File: src/rtl/rvfi_trace_fifo.sv
// RVFI retirement capture: compacts up to NRET retire channels per cycle into one
// in-order FIFO and checks rvfi_order continuity. Optional memory fields: RVFI_TRACE_MEM_EN.
module rvfi_trace_fifo #(
  parameter int unsigned NRET  = 2,
  parameter int unsigned XLEN  = 32,
  parameter int unsigned DEPTH = 16,
  parameter int unsigned CNT_W = 16,
`ifdef RVFI_TRACE_MEM_EN
  localparam int unsigned MEM_W = 3*XLEN + 8,
`else
  localparam int unsigned MEM_W = 0,
`endif
  localparam int unsigned PKT_W = 64 + 32 + 1 + 3*XLEN + 5 + MEM_W,
  localparam int unsigned LVL_W = $clog2(DEPTH + 1)
) (
  input  logic                   clk,
  input  logic                   resetn,
  input  logic                   clr,
  input  logic [NRET-1:0]        rvfi_valid,
  input  logic [64*NRET-1:0]     rvfi_order,
  input  logic [32*NRET-1:0]     rvfi_insn,
  input  logic [NRET-1:0]        rvfi_trap,
  input  logic [XLEN*NRET-1:0]   rvfi_pc_rdata,
  input  logic [XLEN*NRET-1:0]   rvfi_pc_wdata,
  input  logic [5*NRET-1:0]      rvfi_rd_addr,
  input  logic [XLEN*NRET-1:0]   rvfi_rd_wdata,
`ifdef RVFI_TRACE_MEM_EN
  input  logic [XLEN*NRET-1:0]   rvfi_mem_addr,
  input  logic [4*NRET-1:0]      rvfi_mem_rmask,
  input  logic [4*NRET-1:0]      rvfi_mem_wmask,
  input  logic [XLEN*NRET-1:0]   rvfi_mem_rdata,
  input  logic [XLEN*NRET-1:0]   rvfi_mem_wdata,
`endif
  output logic                   out_valid,
  input  logic                   out_ready,
  output logic [PKT_W-1:0]       out_pkt,
  output logic [LVL_W-1:0]       level,
  output logic                   overflow,
  output logic [CNT_W-1:0]       drop_cnt,
  output logic                   order_err,
  output logic [63:0]            err_order
);

  localparam int unsigned PTR_W = $clog2(DEPTH);
  localparam int unsigned CIN_W = $clog2(NRET + 1);

  logic [PKT_W-1:0] mem [DEPTH];
  logic [PTR_W-1:0] rptr, wptr;
  logic [63:0]      exp_order;

  logic [PKT_W-1:0] pkt_in [NRET];
  logic [PTR_W-1:0] slot_off [NRET];
  logic [CIN_W-1:0] n_in;
  logic             fits, push_ok, pop;
  logic [LVL_W-1:0] push_n;
  logic [CNT_W:0]   drop_sum;
  logic             err_hit;
  logic [63:0]      err_val, exp_k, exp_next;

  // Per-channel packet assembly and compaction offsets (lowest valid index first)
  always_comb begin
    n_in = '0;
    for (int i = 0; i < NRET; i++) begin
      pkt_in[i] = {rvfi_order[64*i +: 64], rvfi_insn[32*i +: 32], rvfi_trap[i],
                   rvfi_pc_rdata[XLEN*i +: XLEN], rvfi_pc_wdata[XLEN*i +: XLEN],
                   rvfi_rd_addr[5*i +: 5], rvfi_rd_wdata[XLEN*i +: XLEN]
`ifdef RVFI_TRACE_MEM_EN
                   , rvfi_mem_addr[XLEN*i +: XLEN], rvfi_mem_rmask[4*i +: 4],
                   rvfi_mem_wmask[4*i +: 4], rvfi_mem_rdata[XLEN*i +: XLEN],
                   rvfi_mem_wdata[XLEN*i +: XLEN]
`endif
                  };
      slot_off[i] = PTR_W'(n_in);
      if (rvfi_valid[i]) n_in = n_in + CIN_W'(1);
    end
  end

  // Order continuity: k-th valid channel must carry exp_order + k; resync to last + 1
  always_comb begin
    err_hit  = 1'b0;
    err_val  = '0;
    exp_k    = exp_order;
    exp_next = exp_order;
    for (int i = 0; i < NRET; i++) begin
      if (rvfi_valid[i]) begin
        if (!err_hit && (rvfi_order[64*i +: 64] != exp_k)) begin
          err_hit = 1'b1;
          err_val = rvfi_order[64*i +: 64];
        end
        exp_k    = exp_k + 64'd1;
        exp_next = rvfi_order[64*i +: 64] + 64'd1;
      end
    end
  end

  // All-or-nothing admission against start-of-cycle occupancy
  always_comb begin
    fits     = (LVL_W'(DEPTH) - level) >= LVL_W'(n_in);
    push_ok  = fits && (n_in != '0);
    push_n   = push_ok ? LVL_W'(n_in) : '0;
    pop      = out_valid && out_ready;
    drop_sum = {1'b0, drop_cnt} + (CNT_W+1)'(n_in);
  end

  assign out_valid = (level != '0);
  assign out_pkt   = out_valid ? mem[rptr] : '0;

  always_ff @(posedge clk) begin
    if (!clr && push_ok) begin
      for (int i = 0; i < NRET; i++) begin
        if (rvfi_valid[i]) mem[PTR_W'(wptr + slot_off[i])] <= pkt_in[i];
      end
    end
  end

  always_ff @(posedge clk or negedge resetn) begin
    if (!resetn) begin
      rptr      <= '0;
      wptr      <= '0;
      level     <= '0;
      overflow  <= 1'b0;
      drop_cnt  <= '0;
      order_err <= 1'b0;
      err_order <= '0;
      exp_order <= '0;
    end else if (clr) begin
      rptr      <= '0;
      wptr      <= '0;
      level     <= '0;
      overflow  <= 1'b0;
      drop_cnt  <= '0;
      order_err <= 1'b0;
      err_order <= '0;
      exp_order <= '0;
    end else begin
      if (push_ok) wptr <= wptr + PTR_W'(n_in);
      if (pop)     rptr <= rptr + PTR_W'(1);
      level <= level + push_n - LVL_W'(pop);
      if ((n_in != '0) && !fits) begin
        overflow <= 1'b1;
        drop_cnt <= drop_sum[CNT_W] ? '1 : drop_sum[CNT_W-1:0];
      end
      if (err_hit && !order_err) begin
        order_err <= 1'b1;
        err_order <= err_val;
      end
      if (n_in != '0) exp_order <= exp_next;
    end
  end

endmodule

File: config.mk
export PLATFORM = sky130hd
export DESIGN_NAME = rvfi_trace_fifo
export DESIGN_NICKNAME = d
export VERILOG_FILES = /design/src/rtl/rvfi_trace_fifo.sv
export SDC_FILE = /design/constraint.sdc
export NUM_CORES = 2
export LEC_CHECK = 0
export CORE_ASPECT_RATIO = 1.5
export CORE_UTILIZATION = 50
export DETAILED_ROUTE_END_ITERATION = 6
export HOLD_SLACK_MARGIN = 0.15
export PLACE_DENSITY = 0.71
export SYNTH_ARGS = -nofsm -noshare
export SYNTH_HDL_FRONTEND = slang
export SYNTH_SLANG_ARGS = --single-unit
File: constraint.sdc
create_clock -name clk -period 23.4 [get_ports clk]
set_input_delay 4.68 -clock clk [delete_from_list [all_inputs] [get_ports clk]]
set_output_delay 4.68 -clock clk [all_outputs]
set_load 0.05 [all_outputs]
==> qor.txt <==
RSZ-0062 raised after global routing - false
Rel. slew slack - -0.02157
Clk Latency, worst-skew pair - 0.94 ns
CP Launch Type - primary input
Worst VDD drop - 0.00009760 V
clk_skew - 0.05736 ns
gr ovfl total - 0
crit-path max FO - 45
Tmin final - 11.82 ns
Post-synth EDFFs - 3168
final hold viol count - 0
Post-Synthesis Cells - 10.21k
count of unique library cells instantiated by Yosys - 80
Syn Nets - 10.64k
max-slew violations - 21
CTS tree - yes
Setup violations, final - 0
Die H - 720.3 um
Avg Synthesized Cell Area - 16.85 um2
die area - 346400 um2
Synthesis Warnings - 0
clk buf depth - 4
Crit. End Element - flop
Antenna Nets Post-Route - 0
Syn Std Cell Area - 172000 um2
status - finished with violations
Post-CTS Setup Inserts - 0
Synth Area in Compound Gates - 0.01413
Synth Register Bits - 3327
root buffer cell - clkbuf_16
Starting Density - 0.5026
Via density - 6.742
CP peak stage delay - 0.96 ns
Main synth FF type - edfxtp_1
violated checks - capacitance limit, slew limit
antenna violations before repair - 106
largest family of logic cells by synthesized area - multiplexers
CP required - 24.05 ns
nets - 10.70k
largest area contributor in the netlist - edfxtp_1
vias in the first global route - 106.1k
Sink Count - 3327
Max Clk Rate - 84.61 MHz
first-pass GRT wire length - 793900 um
post-synth top area share - 0.5531
top post-synthesis cells by count - mux2_2, edfxtp_1, clkbuf_1, mux4_2, and2_1
clock transition at the registers of the reported paths - 0.06 ns
drt drc - 0
average wire per standard cell - 37.34 um
RePlAce Congestion - 0.9447
count leader, synth - mux2_2
Iteration-0 DRC Markers - 11.90k
post-placement setup slack - 10.89 ns
Port Buffer Count - 687
CTS buffer count - 338
CP Buf/Inv Count - 6
multiplexer share of the synthesized area - 0.3412
Area growth syn-to-layout - 12.16%
simple-gate share of the synthesized area - 0.02432
most frequent CP cell - buf_4
critical path class - primary input to flop
share of post-route cells with drive strength above 1 - 0.4741
XOR/XNOR Fraction of Synth Area - 0.01154
largest cells by area after synthesis - edfxtp_1, mux2_2, mux4_2
drt first pass iters - 7
setup ws final - 11.58 ns
number of max-cap violations - 1
Data arrival, critical path - 12.47 ns
largest net degree at the start of global routing - 130
Setup TNS Final - 0 ns
Total Routing Usage GR - 0.3223
CP max stage cell - buf_4
Rows - 263
worst path cell trace - clkdlybuf4s50_1 -> buf_4 -> inv_1 -> ha_1 -> ha_1 -> o21ai_0 -> nand4b_1 -> nor2b_1 -> nand3_1 -> nor3_1 -> and3_4 -> buf_4 -> buf_4 -> buf_4 -> mux2_2
Worst-Margin Slew - 1.528 ns
Adder-Cell Fraction of Synth Area - 0.001950
routed vias - 101.9k
crit-path leading delay family - buffers and inverters
fin crit share - 0.5051
PostCTS Resize Cnt - 0
H-tree depth - 5
PwrDens - 89.91 nW/um2
# hold bufs at CTS - 0
Seq/Total Area, Yosys - 0.5762
core area - 342200 um2
Die Width - 480.9 um
HPWL after detailed placement - 320100 um
asr flop ratio synth - 0.04779
Worst Hold Class - flop to flop
Post-Route WL - 564400 um
I/O pin count - 688
Leakage - 0.06213 uW
-- power by group --
part / total, uW / switching, uW / internal (uW)
registers: 6930 / 119 / 6810
logic: 5120 / 3050 / 2080
clock network: 5290 / 2380 / 2910
-- state kept, by name, indices dropped and copies added (netlist names) --
| name | cells |
|---|---|
| order_err | 1 |
| drop_cnt | 16 |
| rptr | 4 |
| level | 5 |
| wptr | 4 |
| err_order | 64 |
| exp_order | 64 |
| mem | 3168 |
| overflow | 1 |
-- worst paths after layout --
kind	start	to	slack, ns	depth (start not counted)
worst max-delay path	rvfi_valid[0]	mem[15][101]	11.58	15
min in group asynchronous	resetn	err_order[13]	3.68	1
worst max register to register	level[0]	mem[15][101]	15.78	13
worst min-delay path	overflow	overflow	0.53	2
worst min register to register	overflow	overflow	0.53	2
max in group asynchronous	resetn	err_order[55]	18.37	2
-- final cells by class --
type                    instances  area, um2
flip-flops and latches       3327      99130
diodes                         70      175.2
clock buffers                 440       9091
fillers                     26293     149300
repair buffers                946       9047
inverters                     152      578.1
well taps                    4505       5637
multi-input cells            5512      67970
clock inverters               163       1301
-- metrics by stage --
step                  util  instances  instance area, um2  total power (uW)  hold WS, ns
global route        0.5634      15075              192800             17800       0.5552
floorplan                -      10210              172000             10500       0.5355
global placement    0.5328      14442              182400             12120       0.4958
detailed placement  0.5328      14442              182400             12170       0.5058
finish              0.5637      15115              192900             17350       0.5276
CTS                 0.5632      15045              192700             17420       0.5236
-- cell usage in the layout (no fill, tap or decap), drive strengths merged, types with 17 or more instances in the layout --
master / count
mux2: 3176
edfxtp: 3168
mux4: 990
clkdlybuf4s50: 685
clkbuf: 441
buf: 260
and2: 204
nand2: 169
inv: 167
dfrtp: 159
xor2: 141
clkinv: 120
xnor2: 83
nor2: 71
diode: 70
nand3: 68
mux2i: 63
o221ai: 63
nand4: 57
a22o: 56
nor4: 50
o21ai: 44
nor3: 36
a21oi: 30
ha: 22
or3: 17
-- per-layer routing --
metal / GRT usage / wire (um) / share of wire / vias to the layer above
met5: 0 / 298 / 0.00053 / -
li1: - / - / - / 40699
met1: 0.4057 / 207100 / 0.37 / 54512
met3: 0.05942 / 49210 / 0.087 / 1196
met2: 0.5406 / 279700 / 0.50 / 5443
met4: 0.1456 / 28000 / 0.050 / 50
-- cells by family (layout without fill, tap and decap cells) --
| family | Yosys count | count (layout) |
|---|---|---|
| other | 0 | 70 |
| xor gates and xnor gates | 225 | 225 |
| muxes | 4229 | 4229 |
| buffers and inverters | 1371 | 1701 |
| AOI/OAI and AO/OA | 270 | 270 |
| DFF | 3327 | 3327 |
| and+or+nand+nor | 763 | 763 |
| adders and majority gates | 25 | 25 |
-- worst min-delay path: stages, from the launching register on --
cell,delay (ns)
dfrtp_1,0.36
nor2_1,0.06
nor2_1,0.07
(Power assumes the default switching activity.)
